[config.mk]
export PLATFORM = sky130hd
export DESIGN_NAME = i3c_bus_input_filter
export DESIGN_NICKNAME = d
export VERILOG_FILES = /design/src/rtl/i3c_pkg.sv /design/src/rtl/i3c_line_filter.sv /design/src/rtl/i3c_bus_input_filter.sv
export SDC_FILE = /design/constraint.sdc
export NUM_CORES = 1
export LEC_CHECK = 0
export CAP_MARGIN = 40
export CORE_MARGIN = 2
export CORE_UTILIZATION = 30
export DETAILED_ROUTE_END_ITERATION = 10
export PLACE_DENSITY = 0.59
export SKIP_LAST_GASP = 1
export SYNTH_ARGS = -nofsm -noshare
export SYNTH_HDL_FRONTEND = slang
export SYNTH_SLANG_ARGS = --single-unit
[constraint.sdc]
create_clock -name clk_i -period 4.6 [get_ports clk_i]
set_input_delay 0.46 -clock clk_i [delete_from_list [all_inputs] [get_ports clk_i]]
set_output_delay 0.46 -clock clk_i [all_outputs]
set_load 0.1 [all_outputs]
[src/rtl/i3c_pkg.sv]
// rtl/i3c_pkg.sv - shared types and constants for the I3C bus front end
package i3c_pkg;

  // Idle level of an open-drain I3C line; used for sync flops and filtered outputs on reset.
  localparam logic LINE_RESET_LEVEL = 1'b1;

  typedef struct packed {
    logic scl_pos;
    logic scl_neg;
    logic sda_pos;
    logic sda_neg;
    logic start;
    logic stop;
  } bus_events_t;

endpackage

[src/rtl/i3c_line_filter.sv]
// rtl/i3c_line_filter.sv - per-line synchronizer, glitch filter and edge pulses
module i3c_line_filter
  import i3c_pkg::*;
#(
  parameter int SyncStages = 2,
  parameter int FilterCntW = 4
) (
  input  logic                  clk_i,
  input  logic                  rst_i,
  input  logic                  line_i,
  input  logic                  filter_en_i,
  input  logic [FilterCntW-1:0] filter_cycles_i,
  output logic                  line_o,
  output logic                  posedge_o,
  output logic                  negedge_o
);

  logic [SyncStages-1:0] sync_q;
  logic                  s;
  logic                  filt_q;
  logic                  filt_next;
  logic [FilterCntW-1:0] cnt_q;
  logic [FilterCntW-1:0] cnt_next;
  logic [FilterCntW:0]   cnt_inc;
  logic                  bypass;

  assign s       = sync_q[SyncStages-1];
  assign bypass  = !filter_en_i || (filter_cycles_i == '0);
  assign cnt_inc = {1'b0, cnt_q} + {{FilterCntW{1'b0}}, 1'b1};

  // The >= compare lets a lowered threshold complete an in-progress count at once.
  always_comb begin
    filt_next = filt_q;
    cnt_next  = '0;
    if (bypass) begin
      filt_next = s;
    end else if (s != filt_q) begin
      if (cnt_inc >= {1'b0, filter_cycles_i}) begin
        filt_next = s;
      end else begin
        cnt_next = cnt_inc[FilterCntW-1:0];
      end
    end
  end

  always_ff @(posedge clk_i) begin
    if (rst_i) begin
      sync_q    <= {SyncStages{LINE_RESET_LEVEL}};
      filt_q    <= LINE_RESET_LEVEL;
      cnt_q     <= '0;
      posedge_o <= 1'b0;
      negedge_o <= 1'b0;
    end else begin
      sync_q    <= {sync_q[SyncStages-2:0], line_i};
      filt_q    <= filt_next;
      cnt_q     <= cnt_next;
      posedge_o <= filt_next & ~filt_q;
      negedge_o <= ~filt_next & filt_q;
    end
  end

  assign line_o = filt_q;

endmodule

[src/rtl/i3c_bus_input_filter.sv]
// rtl/i3c_bus_input_filter.sv - filtered SCL/SDA with START/STOP decode and bus-idle detect
module i3c_bus_input_filter
  import i3c_pkg::*;
#(
  parameter int SyncStages = 2,
  parameter int FilterCntW = 4,
  parameter int IdleCntW   = 16
) (
  input  logic                  clk_i,
  input  logic                  rst_i,
  input  logic                  scl_i,
  input  logic                  sda_i,
  input  logic                  filter_en_i,
  input  logic [FilterCntW-1:0] filter_cycles_i,
  input  logic [IdleCntW-1:0]   idle_cycles_i,
  output logic                  scl_o,
  output logic                  sda_o,
  output logic                  scl_posedge_o,
  output logic                  scl_negedge_o,
  output logic                  sda_posedge_o,
  output logic                  sda_negedge_o,
  output logic                  start_det_o,
  output logic                  stop_det_o,
  output logic                  bus_idle_o
);

  bus_events_t         events;
  logic [IdleCntW-1:0] idle_cnt;
  logic                idle_gate;
  logic                scl_edge;

  i3c_line_filter #(.SyncStages(SyncStages), .FilterCntW(FilterCntW)) u_scl_filter (
    .clk_i           (clk_i),
    .rst_i           (rst_i),
    .line_i          (scl_i),
    .filter_en_i     (filter_en_i),
    .filter_cycles_i (filter_cycles_i),
    .line_o          (scl_o),
    .posedge_o       (events.scl_pos),
    .negedge_o       (events.scl_neg)
  );

  i3c_line_filter #(.SyncStages(SyncStages), .FilterCntW(FilterCntW)) u_sda_filter (
    .clk_i           (clk_i),
    .rst_i           (rst_i),
    .line_i          (sda_i),
    .filter_en_i     (filter_en_i),
    .filter_cycles_i (filter_cycles_i),
    .line_o          (sda_o),
    .posedge_o       (events.sda_pos),
    .negedge_o       (events.sda_neg)
  );

  // Simultaneous SCL/SDA movement is ambiguous and never decoded as a bus condition.
  assign scl_edge     = events.scl_pos | events.scl_neg;
  assign events.start = events.sda_neg & scl_o & ~scl_edge;
  assign events.stop  = events.sda_pos & scl_o & ~scl_edge;

  // idle_gate keeps bus_idle_o low on reset exit and for the cycle after a START.
  always_ff @(posedge clk_i) begin
    if (rst_i) begin
      idle_cnt  <= '0;
      idle_gate <= 1'b0;
    end else begin
      idle_gate <= ~events.start;
      if (events.start || !(scl_o && sda_o)) begin
        idle_cnt <= '0;
      end else if (idle_cnt != '1) begin
        idle_cnt <= idle_cnt + {{(IdleCntW-1){1'b0}}, 1'b1};
      end
    end
  end

  assign bus_idle_o    = scl_o & sda_o & idle_gate & (idle_cnt >= idle_cycles_i);
  assign scl_posedge_o = events.scl_pos;
  assign scl_negedge_o = events.scl_neg;
  assign sda_posedge_o = events.sda_pos;
  assign sda_negedge_o = events.sda_neg;
  assign start_det_o   = events.start;
  assign stop_det_o    = events.stop;

endmodule
---- Word level (Yosys, flattened, before mapping) ----
Index checks and enable logic that the tools add are counted.
word-level totals
  flip-flop bits (word level) ............. 35
  latch bits .............................. 0
  RAM bits ................................ 0
  memory bits (read-only) ................. 0
  input bits .............................. 25
  logic and storage cells ................. 56
  memories kept ........................... 0
cells by class
  add/subtract/negate cells ............... 3
  multipliers ............................. 0
  divide/modulo/power cells ............... 0
  order comparisons ....................... 3
  equal/unequal tests ..................... 3
  shift operators ......................... 0
  multiplexer cells ....................... 6
  bitwise operators ....................... 20
  reductions and logical operators ........ 9
operators with widths
  kind                                            number
  adder 16 x 1 -> 16 bit (second input constant)  1
  greater-or-equal comparator 16 bit              1
  != test 16 bit (second input constant)          1
  AND 1 bit                                       11
  adder 4 x 1 -> 5 bit (second input constant)    2
  greater-or-equal comparator 5 x 4 -> 1 bit      2
  NOT 1 bit                                       8
  OR reduction 4 bit                              2
  2-to-1 mux 1 bit                                6
  zero test 4 bit                                 1
  zero test 1 bit                                 2
  logical OR 1 bit                                2
  != test 1 bit                                   2
  OR reduction 2 bit                              1
  logical AND 1 bit                               1
  bitwise OR 1 bit                                1

---- Depth between registers and ports, before layout ----
  depth after elaboration ................. 7
  mapped depth ............................ 7
  depth with buffers taken out ............ 7

---- Hierarchy ----
From an unflattened synthesis, not the netlist that was laid out.
second synthesis, totals
  cell total of the unflattened synthesis .. 243
  area total of the unflattened synthesis .. 2135.8 sq um
by module, submodules not included
  module                instances  cells each  area each (sq um)  sequential area each (sq um)
  i3c_bus_input_filter  1          159         1297.5             340.3
  i3c_line_filter       2          42          419.2              180.2

---- Least setup slack after synthesis ----
Ideal clock, no wire load.
  path kind ............................... reg2out
  start ................................... register u_scl_filter.filt_q, in the netlist u_scl_filter.line_o
  end ..................................... output stop_det_o
  arrival time ............................ 4364 ps
  slack ................................... -224 ps
  stages on the path, launching flop included .. 3
  path buffers ............................ 0
  path through ............................ dfxtp_1 -> inv_1 -> nor4b_1
between the ends
  longest elaborated chain between the ends .. 2
ends and longest elaborated chain
  item                     line                        RTL
  start, declared          i3c_line_filter.sv:20       logic filt_q;
  start signal, assigned   i3c_line_filter.sv:55       filt_q <= filt_next;
  AND 1 bit (2 in series)  i3c_bus_input_filter.sv:57  assign events.stop = events.sda_pos & scl_o & ~scl_edge;
  end, declared            i3c_bus_input_filter.sv:23  output logic stop_det_o,
No other way between the ends.

---- Worst setup path in the final report ----
  start ................................... input idle_cycles_i[2]
  end ..................................... output bus_idle_o
between the ends
  longest elaborated chain between the ends .. 2
ends and longest elaborated chain
  item                                line                        RTL
  start, declared                     i3c_bus_input_filter.sv:15  input logic [IdleCntW-1:0] idle_cycles_i,
  greater-or-equal comparator 16 bit  i3c_bus_input_filter.sv:74  assign bus_idle_o = scl_o & sda_o & idle_gate & (idle_cnt >= idle_cycles_i);
  AND 1 bit                           i3c_bus_input_filter.sv:74
  end, declared                       i3c_bus_input_filter.sv:24  output logic bus_idle_o
No other way between the ends.

==> run_results.csv <==
group,metric,value,unit
sta,worstMarginPinSlew,0.614,ns
drt,ant_nets,0,
sta,finalSetupTns,0,ns
sta,clock_skew,0.00863,ns
power,netSwitchingPower,0.161,mW
synthesis,synth_area,2000,um^2
critical_path,worstSetupPathType,"in -> out",
sta,slew_headroom,58.9,%
sta,max_freq,0.353,GHz
power,combPwrFrac,14.8,%
critical_path,crit_chain,"clkdlybuf4s50_1 > inv_1 > ha_1 > and3_1 > o21ai_0 > o21ai_0 > a31oi_1 > a21oi_1 > buf_4",
drt,drc,0,
die,die-area,7340,um^2
die,row_count,29,
synthesis,synth_top_family_by_area,"simple AND/OR/NAND/NOR gates",
drt,drt_iter0_drc,47,
synthesis,synthTopCellsByArea,"dfxtp_1, ha_1, inv_1",
synthesis,synth_xor_area_share,6.57,%
drt,dr.pass1.iters,4,
synthesis,yosys_warnings,0,
cts,cts_buffers,5,
cts,clockRootBuffer,"clkbuf_8",
die,die_w,85.7,um
sta,finalMaxSlewViolations,0,
die,ios,34,
power,vdd_ir_drop_max,234,uV
sta,fin_crit,2.83,ns
cts,cts_sinks,35,
sta,fin_crit_sh,61.6,%
drt,post_drt_wl_per_cell,11.4,um
cts,cts_setup_buffers,0,
placement,gp_congestion,0.790,
synthesis,ys_seq_area_share,35.0,%
placement,detailed_place_hpwl,3160,um
critical_path,cp_max_fo,2,
sta,grt_setup_unrepaired,"false",
synthesis,synth_commonest_cells,"dfxtp_1, ha_1, inv_1",
synthesis,synth_top_area_share,35.0,%
critical_path,start_kind,"input pin",
cts,cts_resized,0,
cts,ctsHoldBuffers,0,
synthesis,synth_compound_area_share,12.7,%
critical_path,crit_arrival,2.37,ns
worst_hold_path,hold_end,"u_sda_filter.sync_q[1]",
power,swShare,23.6,%
critical_path,required,4.14,ns
power,sequentialPowerShare,46.8,%
synthesis,ys_ff_latch,35,
worst_hold_path,hp-class,"reg -> reg",
power,p_int,0.519,mW
global_routing,grt_max_degree,17,
critical_path,cp_common_cell,"o21ai_0",
power,p_leak,1.14,nW
cts,clk_pin_slew,0.07,ns
placement,io_buffers,33,
power,clkPwrFrac,38.4,%
global_routing,grt_overflow,0,
critical_path,r2r_cells,6,
cells_and_area,fin_cells,350,
job,drv_cap,0,
critical_path,timing.reg2reg.setup_slack,2.55,ns
cells_and_area,diodes,0,
critical_path,end_kind,"output port",
cells_and_area,area_delta_synth_final,32.8,%
critical_path,slowest_stage,"clkdlybuf4s50_1",
synthesis,ys.flop_type,"dfxtp_1",
synthesis,synth_nets,279,
sta,hold_violations,0,
cells_and_area,drive_above_1_share,10.6,%
sta,setup-violations-final,0,
outcome,status,"complete, no violations",
synthesis,synth-edff-count,0,
synthesis,synthCells,227,
cts,clockBufferDepth,2,
cts,cts_tree,"built",
die,dieHeight,85.7,um
synthesis,synthAdderAreaFrac,16.9,%
cells_and_area,nets,325,
synthesis,yosysMostFrequentCell,"dfxtp_1",
synthesis,ys_types,38,
global_routing,grt_pass1_vias,1636,
synthesis,synth_top_cell_by_area,"dfxtp_1",
die,start_util,31.3,%
drt,routed_wl,3990,um
critical_path,crit_path_max_incr_delay,0.46,ns
synthesis,post_synth.cell_area_avg,8.81,um^2
die,coreArea,6390,um^2
drt,vias,1669,
synthesis,synthMuxAreaShare,1.00,%
synthesis,synth-simple-area-share,22.9,%
cts,htreeDepth,2,
synthesis,async_reset_ff_share,0,%
global_routing,antenna_found_initial,0,
cts,clk_latency,0.28,ns
placement,dp.cells,343,
worst_hold_path,hold_start,"u_sda_filter.sync_q[0]",
critical_path,worstReg2RegStart,"u_scl_filter.cnt_q[0]",
global_routing,grtUsageTotal,11.7,%
drt,routed_via_density,4.77,
worst_hold_path,whs_path_depth,1,
power,p_per_area,256,nW/um^2
critical_path,reg2reg_to,"u_scl_filter.cnt_q[3]",
global_routing,grt_first_pass_wirelength,7020,um
==> critical path: cells and delay by family <==
kind	cells	cell delay (ns)
compound gates	4	0.68
buf+inv	3	0.76
fa+ha+maj	1	0.29
simple gates	1	0.18
==> power by group through the flow <==
stage	sequential [mW]	clock [mW]	combinational (mW)
after CTS	0.318	0.270	0.102
after global routing	0.319	0.284	0.111
after floorplan	0.339	0	0.0415
after detailed placement	0.325	0	0.101
after global placement	0.325	0	0.0900
final	0.318	0.261	0.101
==> sequential cells by signal, summed over array words and instances (netlist names) <==
| signal | flops |
|---|---|
| idle_cnt | 16 |
| idle_gate | 1 |
| u_scl_filter.cnt_q | 4 |
| u_scl_filter.line_o | 1 |
| u_scl_filter.negedge_o | 1 |
| u_scl_filter.posedge_o | 1 |
| u_scl_filter.sync_q | 2 |
| u_sda_filter.cnt_q | 4 |
| u_sda_filter.line_o | 1 |
| u_sda_filter.negedge_o | 1 |
| u_sda_filter.posedge_o | 1 |
| u_sda_filter.sync_q | 2 |
==> how the worst max path moves through the flow <==
stage | startpoint | end | slack, ns | cells after the start
2_1_floorplan | u_scl_filter.line_o | stop_det_o | 1.16 | 2
3_3_place_gp | idle_cycles_i[15] | bus_idle_o | 1.83 | 8
3_5_place_dp | idle_cycles_i[15] | bus_idle_o | 1.78 | 8
4_1_cts | idle_cycles_i[2] | bus_idle_o | 1.77 | 9
5_1_grt | idle_cycles_i[13] | bus_idle_o | 1.57 | 8
6_report | idle_cycles_i[2] | bus_idle_o | 1.77 | 9
==> cell families (layout without fill, tap and decap cells) <==
kind of cell             Yosys count  count (layout)
flip-flops                        35              35
AND/OR/NAND/NOR                   83              83
AO/OA/AOI/OAI                     39              39
adder cells (fa/ha/maj)           27              27
buffers and inverters             26              72
multiplexers                       2               2
XOR/XNOR                          15              15
==> final cells by class <==
type | count | area, um^2
Tap cell | 77 | 96.3
Timing Repair Buffer | 41 | 460
Clock buffer | 6 | 72.6
Sequential cell | 35 | 701
Inverter | 24 | 90.1
Multi-Input combinational cell | 166 | 1210
Clock inverter | 1 | 30.0
Fill cell | 629 | 3730
==> layer usage <==
metal	GRT usage [%]	up-vias	part of all wire (%)
li1	-	887	-
met1	14.3	746	48
met2	20.2	32	46
met3	3.18	4	4.6
met4	3.03	0	0.90
met5	0	-	0
==> per-stage QoR <==
stage | utilization, % | area [um^2] | setup slack, ns | power (mW) | hold WS [ns]
finish | 41.6 | 2660 | 1.77 | 0.680 | 0.416
global placement | 37.9 | 2420 | 1.83 | 0.415 | 0.393
detailed placement | 40.0 | 2550 | 1.78 | 0.426 | 0.397
global route | 41.6 | 2660 | 1.57 | 0.713 | 0.419
floorplan | - | 2010 | 1.16 | 0.380 | 0.389
CTS | 41.6 | 2660 | 1.77 | 0.690 | 0.416
==> cells in the final DEF, fill, tap and decap left out, types with 5 or more instances in the layout <==
master	count
xnor2_1	8
dfxtp_1	35
nand2_1	12
clkbuf_8	5
o21ai_0	5
nor2b_1	5
nor2_1	23
inv_1	24
clkdlybuf4s50_1	32
a21oi_1	14
nand3_1	12
buf_8	7
a31oi_1	5
xor2_1	7
ha_1	27
Note: power is estimated with default switching activity, not from simulation.
==> patch (same flow settings) <==
Put a register stage on the outputs `scl_posedge_o`, `scl_negedge_o`, `sda_posedge_o`, `sda_negedge_o`, `start_det_o`, `stop_det_o` and `bus_idle_o`, with the module's reset. The values now appear one clock later. The other outputs are not delayed to match. Comments in the files are not updated.
--- a/src/rtl/i3c_bus_input_filter.sv
+++ b/src/rtl/i3c_bus_input_filter.sv
@@ -71,12 +71,24 @@
     end
   end
 
-  assign bus_idle_o    = scl_o & sda_o & idle_gate & (idle_cnt >= idle_cycles_i);
-  assign scl_posedge_o = events.scl_pos;
-  assign scl_negedge_o = events.scl_neg;
-  assign sda_posedge_o = events.sda_pos;
-  assign sda_negedge_o = events.sda_neg;
-  assign start_det_o   = events.start;
-  assign stop_det_o    = events.stop;
+  always_ff @(posedge clk_i) begin
+    if (rst_i) begin
+      scl_posedge_o <= '0;
+      scl_negedge_o <= '0;
+      sda_posedge_o <= '0;
+      sda_negedge_o <= '0;
+      start_det_o   <= '0;
+      stop_det_o    <= '0;
+      bus_idle_o    <= '0;
+    end else begin
+      scl_posedge_o <= events.scl_pos;
+      scl_negedge_o <= events.scl_neg;
+      sda_posedge_o <= events.sda_pos;
+      sda_negedge_o <= events.sda_neg;
+      start_det_o   <= events.start;
+      stop_det_o    <= events.stop;
+      bus_idle_o    <= scl_o & sda_o & idle_gate & (idle_cnt >= idle_cycles_i);
+    end
+  end
 
 endmodule
Formal check against the unedited RTL: not equivalent (Yosys sat finds a counterexample within 4 cycles, from zero or initial values and one cycle with rst_i high).
==> patch against the original RTL <==
  * Hold slack worse by 0.0022 ns
  * Register-to-register slack about the same
  * Highest routed layer unchanged
  * Non-clock buffer count rose by 1
  * Design area rose by 10%
  * Combinational power decreased by 6%
  * Wire length grew 16%
  * Total power up 13%
  * Area after synthesis grew 12%
  * Setup slack gained 0.70 ns
  * Count of clock-buffer cells in the layout stayed put
  * Sequential cell count grew 7
==> patch: results (changes against the original RTL) <==
{
  "result_of_the_run": "finished, final reports clean",
  "ys_seq_area_share": {"value": 37.5, "unit": "%", "change": "+2.5 points"},
  "top_cell_family_by_delay_on_the_critical_path": "simple AND/OR/NAND/NOR gates",
  "power.share.sequential": {"value": 49.3, "unit": "%", "change": "+2.5 points"},
  "synth_cell_types": {"value": 47, "change": "+24%"},
  "final.setup_skew": {"value": 0.00630, "unit": "ns", "change": "-0.00233 ns"},
  "routed-via-count": {"value": 1885, "change": "+13%"},
  "critPathArrivalTime": {"value": 2.35, "unit": "ns", "change": "-0.02 ns"},
  "r2r_cells": {"value": 5, "change": "-1"},
  "worstReg2RegStart": "idle_cnt[0]$_SDFFE_PP0P_",
  "grt_first_pass_wirelength": {"value": 8.29, "unit": "mm", "change": "+18%"},
  "synthesized_area_divided_by_synthesized_cell_count": {"value": 9.04, "unit": "um^2", "change": "+2.6%"},
  "detailedRoute.firstIterationViolations": {"value": 35, "change": "-26%"},
  "peakVddDrop": {"value": 0.186, "unit": "mV", "change": "-21%"},
  "synthesis.nets": {"value": 300, "change": "+7.5%"},
  "grt_max_degree": {"value": 18, "change": "+1"},
  "n_fill_cell": {"value": 742, "change": "+18%"},
  "cellPowerDensity": {"value": 263, "unit": "nW/um^2", "change": "+2.7%"},
  "finish.net_count": {"value": 345, "change": "+6.2%"},
  "swShare": {"value": 24.5, "unit": "%", "change": "+0.89 points"},
  "final-instance-count-excl-fill": {"value": 393, "change": "+12%"},
  "dp_cells": {"value": 385, "change": "+12%"},
  "cp-startpoint": "idle_cycles_i[15]",
  "wl": {"value": 4.63, "unit": "mm", "change": "+16%"},
  "number_of_h_tree_levels": {"value": 2, "change": "unchanged"},
  "place_ws": {"value": 2.12, "unit": "ns", "change": "+0.342 ns"},
  "worstSetupEndpoint": "bus_idle_o$_SDFF_PP0_",
  "tightest_slew": {"value": 0.751, "unit": "ns", "change": "+0.136 ns"},
  "layout_setup_ws": {"value": 2.46, "unit": "ns", "change": "+0.696 ns"},
  "clock_tree.root_cell": "sky130_fd_sc_hd__clkbuf_8",
  "dominant_cells_by_area_after_synthesis": "sky130_fd_sc_hd__dfxtp_1 38%, sky130_fd_sc_hd__ha_1 15%, sky130_fd_sc_hd__inv_1 4.2%",
  "placed_wire_length_estimate": {"value": 3.58, "unit": "mm", "change": "+13%"},
  "floorplan.initialDensity": {"value": 30.9, "unit": "%", "change": "-0.42 points"},
  "r2r_end": "idle_cnt[14]$_SDFFE_PP0P_",
  "final_layout_size_suffix_gt1_share": {"value": 8.84, "unit": "%", "change": "-1.8 points"},
  "clock_latency": {"value": 0.30, "unit": "ns", "change": "+0.02 ns"},
  "cpMaxStageDelayCell": "sky130_fd_sc_hd__or4_1",
  "place_area": {"value": 2810, "unit": "um^2", "change": "+10%"},
  "cpPeakStageDelay": {"value": 0.57, "unit": "ns", "change": "+0.11 ns"}
}
==> patch: cell count changes in the layout (fill, tap and decap cells not counted), sizes merged, moves of 4 or more <==
cell | unedited run | this run
dfxtp | 35 | 42
o211ai | 2 | 6
xnor2 | 8 | 4
nor4 | 0 | 4
or4 | 0 | 4
xor2 | 7 | 2
nor2 | 23 | 10
a311oi | 0 | 4
==> patch: kinds of logic (layout without fill, tap and decap cells) <==
group | count (synthesis) | count (layout) | synth area share [%]
AND/OR/NAND/NOR | 87 | 87 | 23.0
AO/OA/AOI/OAI | 55 | 55 | 16.2
flip-flops | 42 | 42 | 37.5
buffers and inverters | 29 | 75 | 4.97
adder cells (fa/ha/maj) | 27 | 27 | 15.1
XOR/XNOR | 6 | 6 | 2.34
multiplexers | 2 | 2 | 0.893
==> patch: metal layers <==
| layer | vias to the layer above | GRT usage, % | share of wire (%) |
|---|---|---|---|
| met3 | 8 | 3.17 | 3.6 |
| met4 | 0 | 4.62 | 1.5 |
| met2 | 27 | 20.2 | 46 |
| li1 | 989 | - | - |
| met5 | - | 0 | 0 |
| met1 | 861 | 15.5 | 49 |
==> patch: worst reg2reg max path, delay by kind of cell, from the launching register on <==
kind | cells | cell delay, ns
AOI/OAI and AO/OA | 2 | 0.48
DFF | 1 | 0.41
adders and majority gates | 1 | 0.23
and+or+nand+nor | 2 | 0.83
==> patch: per-stage QoR <==
stage	hold slack [ns]	util [%]
after floorplan	0.389	-
after global placement	0.393	36.9
after detailed placement	0.396	38.8
after CTS	0.416	40.3
after global routing	0.428	40.3
final	0.414	40.3
==> patch: cell type report <==
class / count / area share, %
clock inverter: 2 / 1.28
sequential: 42 / 28.8
clock buffer: 6 / 2.48
timing repair buffer: 42 / 15.9
multi-input combinational: 177 / 44.1
tap: 99 / 4.24
inverter: 25 / 3.21
